**config.mk**
```make
export PLATFORM = sky130hd
export DESIGN_NAME = dram_cmd_seq_flat
export DESIGN_NICKNAME = d
export VERILOG_FILES = /design/src/rtl/dram_pkg.sv /design/src/rtl/row_open_if.sv /design/src/rtl/dram_cmd_seq.sv /design/src/flat_wrapper.sv
export SDC_FILE = /design/constraint.sdc
export NUM_CORES = 1
export LEC_CHECK = 0
export BUFFER_PORTS_ARGS = -buffer_cell sky130_fd_sc_hd__buf_2
export CAP_MARGIN = 30
export CORE_ASPECT_RATIO = 1.25
export CORE_MARGIN = 5
export CORE_UTILIZATION = 43
export DETAILED_ROUTE_END_ITERATION = 7
export PLACE_DENSITY = 0.85
export SLEW_MARGIN = 10
export SYNTH_ARGS = -nofsm -noshare
export SYNTH_HDL_FRONTEND = slang
export SYNTH_SLANG_ARGS = --single-unit
```
**constraint.sdc**
```tcl
create_clock -name CLK -period 3.34 [get_ports CLK]
set_input_delay 0.835 -clock CLK [delete_from_list [all_inputs] [get_ports CLK]]
set_output_delay 0.835 -clock CLK [all_outputs]
set_load 0.03 [all_outputs]
```
**src/rtl/dram_pkg.sv**
```systemverilog
// Shared DRAM command encodings, row-status codes and default timing.
package dram_pkg;

  localparam int unsigned ROW_BITS = 16;

  localparam int unsigned T_RP_DEF  = 4;
  localparam int unsigned T_RCD_DEF = 4;
  localparam int unsigned T_CL_DEF  = 4;
  localparam int unsigned T_RFC_DEF = 16;

  typedef enum logic [2:0] {
    CMD_NOP  = 3'd0,
    CMD_ACT  = 3'd1,
    CMD_PRE  = 3'd2,
    CMD_PREA = 3'd3,
    CMD_RD   = 3'd4,
    CMD_WR   = 3'd5,
    CMD_REF  = 3'd6
  } cmd_t;

  localparam logic [1:0] ROW_IDLE     = 2'b00;
  localparam logic [1:0] ROW_HIT      = 2'b01;
  localparam logic [1:0] ROW_MISS     = 2'b10;
  localparam logic [1:0] ROW_CONFLICT = 2'b11;

  function automatic int unsigned max4(input int unsigned a, input int unsigned b,
                                       input int unsigned c, input int unsigned d);
    int unsigned m;
    m = a;
    if (b > m) m = b;
    if (c > m) m = c;
    if (d > m) m = d;
    return m;
  endfunction

endpackage

```
**src/rtl/row_open_if.sv**
```systemverilog
// Connection between the command sequencer (master) and the row-open tracker (slave).
interface row_open_if;
  import dram_pkg::*;

  logic                req_en;
  logic                refresh;
  logic                row_resolve;
  logic                tACT_done;
  logic [1:0]          bank_group;
  logic [1:0]          bank;
  logic [ROW_BITS-1:0] row;
  logic [1:0]          row_stat;
  logic                all_row_closed;

  modport master (
    output req_en, refresh, row_resolve, tACT_done, bank_group, bank, row,
    input  row_stat, all_row_closed
  );

  modport slave (
    input  req_en, refresh, row_resolve, tACT_done, bank_group, bank, row,
    output row_stat, all_row_closed
  );

endinterface

```
**src/rtl/dram_cmd_seq.sv**
```systemverilog
// Per-request DRAM command sequencer: PRE/ACT/RD/WR with tRP/tRCD/tCL spacing,
// plus the PREA/REF refresh sequence, steered by the row-open tracker.
//
// state      | meaning
// -----------+-----------------------------------------------------------
// IDLE       | waiting; refresh_req wins over req_valid
// CHECK      | query tracker (req_en), branch on row_stat
// PRE        | precharge requested bank, tell tracker row resolved
// PRE_WAIT   | tRP spacing before ACT
// ACT        | activate requested row
// ACT_WAIT   | tRCD spacing, tACT_done on last cycle
// COL        | RD or WR
// COL_WAIT   | tCL data window, req_done on last cycle
// REF_PRE    | precharge all banks before refresh
// REF_PWAIT  | tRP spacing before REF
// REF_CMD    | refresh command
// REF_WAIT   | tRFC spacing, refresh_ack on last cycle
module dram_cmd_seq
  import dram_pkg::*;
#(
  parameter int unsigned tRP  = T_RP_DEF,
  parameter int unsigned tRCD = T_RCD_DEF,
  parameter int unsigned tCL  = T_CL_DEF,
  parameter int unsigned tRFC = T_RFC_DEF
) (
  input  logic                CLK,
  input  logic                RST,
  input  logic                req_valid,
  input  logic                req_write,
  input  logic [1:0]          req_bg,
  input  logic [1:0]          req_bank,
  input  logic [ROW_BITS-1:0] req_row,
  output logic                req_done,
  input  logic                refresh_req,
  output logic                refresh_ack,
  row_open_if.master          ro,
  output cmd_t                cmd,
  output logic [1:0]          cmd_bg,
  output logic [1:0]          cmd_bank,
  output logic [ROW_BITS-1:0] cmd_row
);

  localparam int unsigned T_MAX = max4(tRP, tRCD, tCL, tRFC);
  localparam int unsigned CW    = $clog2(T_MAX + 1);

  typedef enum logic [3:0] {
    S_IDLE,
    S_CHECK,
    S_PRE,
    S_PRE_WAIT,
    S_ACT,
    S_ACT_WAIT,
    S_COL,
    S_COL_WAIT,
    S_REF_PRE,
    S_REF_PWAIT,
    S_REF_CMD,
    S_REF_WAIT
  } state_t;

  state_t        state_q, state_d;
  logic [CW-1:0] cnt_q, cnt_d;
  logic          req_en, refresh, row_resolve, tact_done;
  logic          last;

  assign ro.req_en      = req_en;
  assign ro.refresh     = refresh;
  assign ro.row_resolve = row_resolve;
  assign ro.tACT_done   = tact_done;
  assign ro.bank_group  = req_bg;
  assign ro.bank        = req_bank;
  assign ro.row         = req_row;

  // Waits exit on the cycle the counter reads 1, so a load of N gives N wait cycles.
  assign last = (cnt_q <= CW'(1));

  // State and timing-counter registers.
  always_ff @(posedge CLK) begin
    if (RST) begin
      state_q <= S_IDLE;
      cnt_q   <= '0;
    end else begin
      state_q <= state_d;
      cnt_q   <= cnt_d;
    end
  end

  // Next-state, counter load/decrement and Moore outputs per state.
  always_comb begin
    state_d     = state_q;
    cnt_d       = (cnt_q != '0) ? cnt_q - CW'(1) : cnt_q;
    cmd         = CMD_NOP;
    cmd_bg      = 2'b00;
    cmd_bank    = 2'b00;
    cmd_row     = '0;
    req_done    = 1'b0;
    refresh_ack = 1'b0;
    req_en      = 1'b0;
    refresh     = 1'b0;
    row_resolve = 1'b0;
    tact_done   = 1'b0;

    case (state_q)
      S_IDLE: begin
        if (refresh_req) begin
          state_d = ro.all_row_closed ? S_REF_CMD : S_REF_PRE;
        end else if (req_valid) begin
          state_d = S_CHECK;
        end
      end
      S_CHECK: begin
        req_en = 1'b1;
        case (ro.row_stat)
          ROW_HIT:      state_d = S_COL;
          ROW_MISS:     state_d = S_ACT;
          ROW_CONFLICT: state_d = S_PRE;
          default:      state_d = S_IDLE;
        endcase
      end
      S_PRE: begin
        cmd         = CMD_PRE;
        cmd_bg      = req_bg;
        cmd_bank    = req_bank;
        row_resolve = 1'b1;
        cnt_d       = CW'(tRP);
        state_d     = S_PRE_WAIT;
      end
      S_PRE_WAIT: begin
        if (last) state_d = S_ACT;
      end
      S_ACT: begin
        cmd      = CMD_ACT;
        cmd_bg   = req_bg;
        cmd_bank = req_bank;
        cmd_row  = req_row;
        cnt_d    = CW'(tRCD);
        state_d  = S_ACT_WAIT;
      end
      S_ACT_WAIT: begin
        if (last) begin
          tact_done = 1'b1;
          state_d   = S_COL;
        end
      end
      S_COL: begin
        cmd      = req_write ? CMD_WR : CMD_RD;
        cmd_bg   = req_bg;
        cmd_bank = req_bank;
        cnt_d    = CW'(tCL);
        state_d  = S_COL_WAIT;
      end
      S_COL_WAIT: begin
        if (last) begin
          req_done = 1'b1;
          state_d  = S_IDLE;
        end
      end
      S_REF_PRE: begin
        cmd     = CMD_PREA;
        refresh = 1'b1;
        cnt_d   = CW'(tRP);
        state_d = S_REF_PWAIT;
      end
      S_REF_PWAIT: begin
        refresh = 1'b1;
        if (last) state_d = S_REF_CMD;
      end
      S_REF_CMD: begin
        cmd     = CMD_REF;
        refresh = 1'b1;
        cnt_d   = CW'(tRFC);
        state_d = S_REF_WAIT;
      end
      S_REF_WAIT: begin
        refresh = 1'b1;
        if (last) begin
          refresh_ack = 1'b1;
          state_d     = S_IDLE;
        end
      end
      default: state_d = S_IDLE;
    endcase
  end

endmodule

```
**src/flat_wrapper.sv**
```systemverilog
// flat-port wrapper written by rule: the top's interface ports become plain ports
module dram_cmd_seq_flat import dram_pkg::*;
#(
  parameter int unsigned tRP  = T_RP_DEF,
  parameter int unsigned tRCD = T_RCD_DEF,
  parameter int unsigned tCL  = T_CL_DEF,
  parameter int unsigned tRFC = T_RFC_DEF
)
  (CLK, RST, req_valid, req_write, req_bg, req_bank, req_row, req_done, refresh_req, refresh_ack, cmd, cmd_bg, cmd_bank, cmd_row, ro_req_en, ro_refresh, ro_row_resolve, ro_tACT_done, ro_bank_group, ro_bank, ro_row, ro_row_stat, ro_all_row_closed);
  row_open_if ro_i ();
  input  logic CLK;
  input  logic RST;
  input  logic req_valid;
  input  logic req_write;
  input  logic [1:0] req_bg;
  input  logic [1:0] req_bank;
  input  logic [ROW_BITS-1:0] req_row;
  output logic req_done;
  input  logic refresh_req;
  output logic refresh_ack;
  output cmd_t cmd;
  output logic [1:0] cmd_bg;
  output logic [1:0] cmd_bank;
  output logic [ROW_BITS-1:0] cmd_row;
  output wire logic [$bits(ro_i.req_en)-1:0] ro_req_en;
  output wire logic [$bits(ro_i.refresh)-1:0] ro_refresh;
  output wire logic [$bits(ro_i.row_resolve)-1:0] ro_row_resolve;
  output wire logic [$bits(ro_i.tACT_done)-1:0] ro_tACT_done;
  output wire logic [$bits(ro_i.bank_group)-1:0] ro_bank_group;
  output wire logic [$bits(ro_i.bank)-1:0] ro_bank;
  output wire logic [$bits(ro_i.row)-1:0] ro_row;
  input wire logic [$bits(ro_i.row_stat)-1:0] ro_row_stat;
  input wire logic [$bits(ro_i.all_row_closed)-1:0] ro_all_row_closed;
  assign ro_req_en = ro_i.req_en;
  assign ro_refresh = ro_i.refresh;
  assign ro_row_resolve = ro_i.row_resolve;
  assign ro_tACT_done = ro_i.tACT_done;
  assign ro_bank_group = ro_i.bank_group;
  assign ro_bank = ro_i.bank;
  assign ro_row = ro_i.row;
  assign ro_i.row_stat = ro_row_stat;
  assign ro_i.all_row_closed = ro_all_row_closed;
  dram_cmd_seq #(.tRP(tRP), .tRCD(tRCD), .tCL(tCL), .tRFC(tRFC)) u_core (.CLK(CLK), .RST(RST), .req_valid(req_valid), .req_write(req_write), .req_bg(req_bg), .req_bank(req_bank), .req_row(req_row), .req_done(req_done), .refresh_req(refresh_req), .refresh_ack(refresh_ack), .ro(ro_i), .cmd(cmd), .cmd_bg(cmd_bg), .cmd_bank(cmd_bank), .cmd_row(cmd_row));
endmodule
```
==> results of run 1 <==
==> sequential cells by signal (all words and copies together) (netlist names) <==
signal and cells:
u_core.state_q 4, u_core.cnt_q 5
==> report_power, final <==
group	internal, mW	total [mW]	switching (mW)
Clock	0.0461	0.0851	0.0390
Combinational	0.271	0.680	0.409
Sequential	0.148	0.266	0.117
Total	0.465	1.03	0.565
==> placed cells by master, fill, tap and decap left out, types with 2 or more instances in the layout <==
cell type / netlist / final
o21ai_1: 2 / 2
nor2_1: 6 / 6
xnor2_1: 3 / 3
nor3_1: 12 / 12
inv_1: 5 / 5
or3_1: 3 / 3
nand2_1: 13 / 13
ha_1: 5 / 5
and2_1: 22 / 22
nor4_1: 2 / 2
nand3b_1: 2 / 2
a211oi_1: 3 / 3
dfxtp_1: 9 / 9
nand4_1: 2 / 2
buf_2: 3 / 76
nand2b_1: 3 / 3
o21ai_0: 2 / 2
clkbuf_4: 0 / 3
a211o_1: 2 / 2
a21oi_1: 7 / 7
o31ai_1: 2 / 2
==> kinds of logic (layout without fill, tap and decap cells) <==
family / Yosys count / after routing
xor+xnor: 3 / 3
compound gates: 25 / 25
flops: 9 / 9
simple gates: 71 / 71
buf+inv: 34 / 87
fa+ha+maj: 5 / 5
==> worst max-delay path: stages (launching register included) <==
cell and delay [ns]:
dfxtp_1 0.68, nand2b_1 0.14, nor3_1 0.15, buf_4 0.20, and2_1 0.14, buf_2 0.19
==> worst max-delay path by stage <==
stage | startpoint | endpoint | cells past startpoint
floorplan | req_write | cmd[0] | 3
global route | u_core.state_q[2] | cmd_row[6] | 5
global placement | req_write | cmd[0] | 5
finish | u_core.state_q[2] | cmd_row[6] | 5
CTS | u_core.state_q[2] | cmd_row[6] | 5
detailed placement | req_write | cmd[0] | 5
==> cells in the mapped netlist (all sizes together) <==
| master | count |
|---|---|
| nor4 | 2 |
| and2 | 22 |
| o21ai | 4 |
| dfxtp | 9 |
| or2 | 1 |
| nor2b | 1 |
| nand3b | 2 |
| ha | 5 |
| nand2 | 13 |
| nand4 | 2 |
| nand4b | 1 |
| a22o | 1 |
| a211oi | 3 |
| o31ai | 2 |
| nor3b | 1 |
| o211ai | 1 |
| nand2b | 3 |
| a21boi | 1 |
| o21bai | 1 |
| nor3 | 13 |
| o211a | 1 |
| o311ai | 1 |
| or4 | 1 |
| a211o | 2 |
| xnor2 | 3 |
| o21ba | 1 |
| clkbuf | 5 |
| nor2 | 6 |
| or3 | 3 |
| buf | 23 |
| a21oi | 7 |
| inv | 6 |
==> per-layer routing <==
layer  up-vias  share of wire
met5         -              0
met3         6           0.11
met1       513           0.37
li1        593              -
met4         0          0.031
met2        69           0.49
==> cell type report <==
| cell class | count | area (sq um) |
|---|---|---|
| clock buffer | 4 | 26.3 |
| sequential | 9 | 180 |
| fill | 235 | 1060 |
| inverter | 6 | 22.5 |
| multi-input combinational | 104 | 656 |
| tap | 33 | 41.3 |
| timing repair buffer | 77 | 388 |
==> metrics.txt, run 1 <==
area share of fa/ha/maj cells after synthesis 0.0600; clk_lat worst skew between 0.2 and 0.3 ns; clk buf depth 2; setup_tns 0 ns; DP HPWL approximately 2200 microns; total grt overflow 0; Post-CTS Setup Bufs 0; die span in y 65.0 microns; mean post-synth cell area slightly above 7 sq um; RR Startpoint u_core.state_q[3]; layout cell share with drive strength beyond 1 0.420; synthesized net count 180; Initial Util 0.438; vias in the first global route roughly 980; GRT met1 Usage 0.157; CP startpoint kind flop; Final Wtd Congestion 0.801; CTS Root Cell clkbuf_4; Max-slew headroom 0.577; synth top area cells dfxtp_1, buf_4, and2_1, ha_1, nor3_1; Pwr Total ~1 mW; simple-gate area share of the yosys netlist 0.381; YS warnings 0; CTS tree done; RSZ-0062 raised after global routing false; post-route setup slack between 0.7 and 0.8 ns; Hold Path End u_core.cnt_q[4]; drt drc 0; # setup viols final 0; Hold Vio Cnt, Final 0; Worst R2R Setup Slack ~1.6 ns; Synth Area in Compound Gates 0.163; GR Util met2 0.262; CTS-repair resized insts 0; Peak Freq 0.384 GHz; ant diodes 0; placed cell count around 230; WS Path Type flop to primary output; largest area contributor in the netlist dfxtp_1; Core Box Area approximately 2400 sq um; H-tree levels 1; port buffer count between 70 and 80; vias 1181; Worst-Margin Slew 0.634 ns; final instance area between 1000 and 1500 sq um; crit end category primary output; post-synthesis register bit count 9; clock skew 0.00201 ns; sequential area share after synthesis 0.173; Synth top area share 0.173; max-cap violations 0; final non-filler cell total 233; dpl ws 0.941 ns; largest family of logic cells by synthesized area simple AND/OR/NAND/NOR gates; DRT iter0 DRCs 20; clock-pin slew on the worst setup and hold paths about 0.060 ns; P per Cell Area just under 800 nW/um^2; period utilization 0.780; highest fanout seen on the critical path 16; router iterations before antenna repair 4; Layout Utilization 0.553; Mapped Cells about 150; remaining antenna violation count after routing 0; GRT Resource Usage Total 0.151; Sink Count 9; largest net degree at the start of global routing 21; Std-Cell Rows 20; antenna violations before repair 0; worst min-delay path startpoint u_core.cnt_q[4]; Tmin final between 2 and 3 ns; post-synthesis mux area share 0; Final Max Slew Viols 0; NumNets Final between 200 and 250; GR Util met3 0.0161; drt total wl between 2000 and 3000 microns; R2R cell count 4; busiest grt layer met2; area added between synthesis and finish 26.1%; Cell Area, Synth about 1000 sq um; crit path DAT around 1.8 ns; placed cell area 1290 sq um; die area roughly 3500 sq um; worst r2r dst u_core.state_q[3]; Unique masters post-synth 36; CTS Buf Count 3; LEAKAGE about 0.7 nW; Die Wd 54.0 microns; Synth Area in XOR/XNOR 0.0252; Worst Path Required roughly 2.5 ns; vias per std cell ~5; Hold Slack 0.506 ns; hold buffers post-CTS 0; min-delay worst type flop to flop; status finished, final reports clean; worst IR drop on VDD ~560 uV; first-pass GRT wire length between 3000 and 4000 microns; I/O Pins 77; hold path cells 2; DR WL/cell about 12 microns
Power figures use the tool's default switching activity.
==> run 2, diff against run 1 <==
Settings changed: CORE_UTILIZATION 43 to 36, PLACE_DENSITY 0.85 to 0.76.
Clock period 3.34 ns to 2.2 ns, I/O delays scaled along.
==> run 2 against run 1 <==
  * Non-clock buffer count grew 5
  * Final area grew 6.3%
  * Combinational power grew 84%
==> metrics.txt, run 2 (same netlist as run 1, synthesis figures left out) <==
clk buf depth 2; CTS tree done; Final Wtd Congestion 0.827; clock skew approximately 0.0034 ns; most frequent cells in the layout buf_2, and2_1, nand2_1; highest routed layer met4; combinational fraction of design power 0.747; CTS Buf Count 3; highest fanout seen on the critical path 5; port buffer count 76; period utilization 0.961; flip-flop count of the largest register after layout 5; DRT iter0 DRCs 27; drt drc 0; Reg power frac 0.175; Peak Freq 0.473 GHz; hold buffers post-CTS 0; Die Wd ~58 microns; largest net degree at the start of global routing 20; CTS Root Cell clkbuf_4; crit end category primary output; post-route setup slack around 0.085 ns; crit path cell chain inv_1, ha_1, o21ba_2, nand2b_2, nor3_2, buf_4; min-delay worst type flop to flop; biggest cell delay along the critical path 0.34 ns; DR WL/cell 11.7 microns; router iterations before antenna repair 4; Core Box Area about 2700 sq um; dpl ws between 0.15 and 0.2 ns; clk_lat worst skew between 0.2 and 0.3 ns; drt total wl around 2800 microns; met1 wire length ~1100 microns; Hold Vio Cnt, Final 0; worst IR drop on VDD approximately 760 uV; crit path DAT around 1.6 ns; remaining antenna violation count after routing 0; CP startpoint kind flop; CP max stage cell dfxtp_2; setup_tns 0 ns; clock power share 0.078; layout cell share with drive strength beyond 1 0.473; worst path bufs/invs 2; Sink Count 9; Sw Share 0.544; NumNets Final about 240; met3 wire length approximately 340 microns; clock-pin slew on the worst setup and hold paths ~0.060 ns; P per Cell Area about 1200 nW/um^2; I/O Pins just under 80; status finished, final reports clean; vias approximately 1200; vias per std cell 4.95; Std-Cell Rows 21; Hold Slack ~0.5 ns; die area about 4100 sq um; cell family with most CP delay simple AND/OR/NAND/NOR gates; Max-slew headroom 0.791; LEAKAGE ~0.74 nW; RSZ-0062 raised after global routing false; Worst-Margin Slew around 0.31 ns; Top Registers u_core.cnt_q: 5 flops, u_core.state_q: 4 flops; ant diodes 0; first-pass GRT wire length roughly 4500 microns; H-tree levels 1; DP HPWL 2270 microns; Tmin final ~2.1 ns; commonest non-fill, non-tap cell in the layout buf_2; # setup viols final 0; max-cap violations 0; GRT Resource Usage Total 0.136; area added between synthesis and finish 34.0%; Final Max Slew Viols 0; Worst Path Required 1.65 ns; total grt overflow 0; Initial Util 0.381; Switch Pwr about 0.91 mW; vias in the first global route about 1100; Biggest register u_core.cnt_q; FILL cells about 270; met2 WL post-DR between 1000 and 1500 microns; die span in y around 70 microns; antenna violations before repair 0; Power Internal between 0.7 and 0.8 mW; WS Path Type flop to primary output
[run 2: changes by cell type in the layout (fill, tap and decap cells not counted)]
cell      previous run  this run
buf_2               76        73
nor3_2               1         5
nor3_1              12         7
dfxtp_1              9         7
nor3_4               0         1
clkbuf_4             3         4
nand2b_1             3         2
nand2b_2             0         1
buf_4                1         8
dfxtp_2              0         2
[run 2: what timing repair did]
| action | 4_1_cts | 5_1_grt |
|---|---|---|
| pin swaps | 0 | 1 |
| endpoints found under the setup margin | 14 | 18 |
| resized for setup | 2 | 13 |
| setup buffers | 0 | 1 |
| endpoints found under the hold margin | 0 | 0 |
[run 2: cell type report]
cell class | count | area (sq um) | area share
Clock buffer | 4 | 26.3 | 0.0188
Inverter | 6 | 22.5 | 0.0161
Multi-Input combinational cell | 104 | 689 | 0.494
Sequential cell | 9 | 183 | 0.131
Tap cell | 34 | 42.5 | 0.0305
Timing Repair Buffer | 82 | 433 | 0.310
[run 2: final timing paths]
kind                            cells past startpoint  slack, ns           endpoint              start
worst max-delay path                                6       0.09        refresh_ack    u_core.cnt_q[1]
worst min register to register                      2       0.50    u_core.cnt_q[4]    u_core.cnt_q[4]
worst max register to register                      5       0.49  u_core.state_q[3]  u_core.state_q[3]
worst min-delay path                                2       0.50    u_core.cnt_q[4]    u_core.cnt_q[4]
[run 2: layer usage]
metal  vias to the layer above  global-route usage
met2                        63               0.246
li1                        600                   -
met1                       515               0.142
met4                         0              0.0722
met5                         -                   0
met3                         5              0.0295
[run 2: worst register-to-register path: cells and delay by family, from the launching register on]
family          cells  cell delay (ns)
simple gates        3             1.01
flops               1             0.33
buf+inv             1             0.20
compound gates      1             0.06
[run 2: power groups by stage]
stage | combinational, mW | clock [mW] | sequential [mW]
2_1_floorplan | 0.938 | 0 | 0.285
3_3_place_gp | 1.20 | 0 | 0.283
3_5_place_dp | 1.20 | 0 | 0.282
4_1_cts | 1.21 | 0.133 | 0.284
5_1_grt | 1.38 | 0.146 | 0.303
6_report | 1.25 | 0.130 | 0.291
[run 2: per-stage QoR]
stage	cells	area [sq um]	power [mW]	utilization
global placement	233	1310	1.48	0.480
detailed placement	234	1320	1.49	0.482
CTS	238	1350	1.63	0.494
global route	239	1400	1.83	0.511
floorplan	147	1040	1.22	-
finish	239	1400	1.67	0.511
==> run 3, diff against run 2 <==
Settings changed: ABC_AREA set to 1, CORE_UTILIZATION 36 to 38, PLACE_DENSITY 0.76 to 0.77.
==> run 3 against run 2 <==
  * Total power is 12% higher
  * Sequential power is 14% higher
  * First-iteration DRC count is 37% higher
  * Register-to-register slack better by 0.24 ns
  * Critical path type unchanged
  * Largest cell class unchanged
==> metrics.txt, run 3 <==
commonest non-fill, non-tap cell in the layout buf_2; Stages on worst setup path 7; simple-gate area share of the yosys netlist 0.416; vias per std cell approximately 4.4; placed cell count approximately 280; Pwr Total between 1.5 and 2 mW; NumNets Final 279; ant diodes 0; LEAKAGE 0.924 nW; Initial Util 0.389; remaining antenna violation count after routing 0; CTS Buf Count 3; clock skew between 0.005 and 0.006 ns; Sink Count 9; Synth Area in Compound Gates 0.0584; worst path bufs/invs 4; Worst Path Required 1.65 ns; number of synthesized flops with an enable pin 0; highest fanout seen on the critical path 17; CP startpoint kind flop; DRT iter0 DRCs 37; Hold Slack between 0.4 and 0.5 ns; die span in y between 70 and 80 microns; max-cap violations 0; Die Wd ~59 microns; WS Path Type flop to primary output; Final Max Slew Viols 0; Worst R2R Setup Slack 0.73 ns; crit path cell chain inv_2, nor2_4, inv_2, nor2_4, inv_4, nor2_1, buf_2; largest family of logic cells by synthesized area simple AND/OR/NAND/NOR gates; area added between synthesis and finish 26.1%; Biggest register u_core.cnt_q; Cell Area, Synth around 1100 sq um; Core Box Area between 2000 and 3000 sq um; DP HPWL 2400 microns; P per Cell Area 1300 nW/um^2; cell family with most CP delay buffers and inverters; post-synthesis async set-or-reset flop share 0; biggest cell delay along the critical path about 0.4 ns; post-synthesis register bit count 9; YS warnings 0; RR Startpoint u_core.cnt_q[1]; crit path DAT between 1.5 and 2 ns; placed cell area 1390 sq um; most frequent cells in the layout buf_2, nand2_1, inv_1; dpl ws 0.236 ns; drt total wl 2820 microns; Synth Area in XOR/XNOR 0.0232; worst min-delay path startpoint RST; port buffer count 76; Peak Freq between 0.4 and 0.5 GHz; FILL cells 346; drt drc 0; RSZ-0062 raised after global routing false; largest area contributor in the netlist dfxtp_1; first-pass GRT wire length between 4000 and 5000 microns; Post-CTS Setup Bufs 0; Worst-Margin Slew approximately 0.34 ns; FF/Latch Area 181 sq um; CTS tree done; H-tree levels 1; min-delay worst type input pin to flop; cell with the most instances after synthesis nand2_1; Hold Path End u_core.cnt_q[4]; Synth top area share 0.159; commonest cells in the netlist nand2_1, inv_1, nor2_1; CP max stage cell dfxtp_2; router iterations before antenna repair 4; Layout Utilization 0.491; Max-slew headroom 0.772; clock-pin slew on the worst setup and hold paths 0.06 ns; area share of fa/ha/maj cells after synthesis 0.0551; vias in the first global route around 1100; ys flop type dfxtp_1; Hold Vio Cnt, Final 0; Unique masters post-synth 22; antenna violations before repair 0; GRT Resource Usage Total 0.131; worst r2r dst u_core.cnt_q[3]; clk buf depth 2; final instance area around 1400 sq um; CTS Root Cell clkbuf_4; period utilization 0.944; total grt overflow 0; sequential area share after synthesis 0.159; die area roughly 4200 sq um; clk_lat worst skew ~0.27 ns; Multi-input gate area about 640 sq um; synthesized net count between 200 and 250; vias ~1200; Top Registers u_core.cnt_q: 5 flops, u_core.state_q: 4 flops; Tmin final roughly 2.1 ns; post-route setup slack roughly 0.12 ns; hold buffers post-CTS 0; crit end category primary output; mean post-synth cell area between 6 and 7 sq um; hold path cells 2; DR WL/cell between 10 and 15 microns; I/O Pins 77; largest net degree at the start of global routing 18; worst IR drop on VDD ~710 uV; R2R cell count 8; layout cell share with drive strength beyond 1 0.433; Final Wtd Congestion ~0.93; final non-filler cell total 281; # setup viols final 0; setup_tns 0 ns; Mapped Cells around 190; flip-flop count of the largest register after layout 5; status finished, final reports clean; synth top area cells dfxtp_1, buf_4, nand2_1, nor2_4, inv_1; post-synthesis mux area share 0; Std-Cell Rows 22
==> run 3: cell count changes after synthesis, sizes merged, moves of 3 or more <==
cell	delta
a211oi	-3
and2	-22
clkbuf	-5
inv	+36
nand2	+28
nand2b	-3
nand3	+4
nor2	+40
nor3	-11
o21ai	-3
or3	-3
xnor2	-3
xor2	+3
==> run 3: worst max-delay path by stage <==
| stage | end | start |
|---|---|---|
| floorplan | refresh_ack | u_core.cnt_q[1] |
| global placement | cmd_row[1] | u_core.state_q[2] |
| detailed placement | cmd_row[4] | u_core.state_q[2] |
| CTS | cmd_row[4] | u_core.state_q[2] |
| global route | cmd_row[1] | u_core.state_q[2] |
| finish | cmd_row[15] | u_core.state_q[2] |
==> run 3: power by group <==
| part | total [mW] | leakage [nW] | switching, mW | internal (mW) |
|---|---|---|---|---|
| logic | 1.40 | 0.835 | 0.982 | 0.418 |
| clock network | 0.135 | 0.0150 | 0.0646 | 0.0702 |
| registers | 0.331 | 0.0746 | 0.0955 | 0.235 |
==> run 3: routing by layer <==
metal / track usage / part of all wire / up-vias / wire (microns)
met5: 0 / 0 / - / 0
met4: 0.0605 / 0.026 / 0 / 73
met3: 0.0310 / 0.11 / 9 / 310
met2: 0.248 / 0.52 / 51 / 1450
met1: 0.129 / 0.35 / 542 / 981
li1: - / - / 644 / -
==> run 3: final cells by class <==
| cell class | instances | share of cell area |
|---|---|---|
| Timing Repair Buffer | 76 | 0.267 |
| Clock buffer | 4 | 0.0184 |
| Sequential cell | 9 | 0.127 |
| Inverter | 42 | 0.112 |
| Tap cell | 36 | 0.0315 |
| Multi-Input combinational cell | 114 | 0.444 |
==> run 3: repair_timing <==
item                                    in CTS  in global routing
resized for setup                            1                  4
pin swaps                                    0                  0
endpoints found under the setup margin      17                 22
==> run 3: logic make-up after synthesis <==
family / count (synthesis)
AO/OA/AOI/OAI: 11
XOR/XNOR: 3
adder cells (fa/ha/maj): 5
buffers and inverters: 63
flip-flops: 9
AND/OR/NAND/NOR: 95
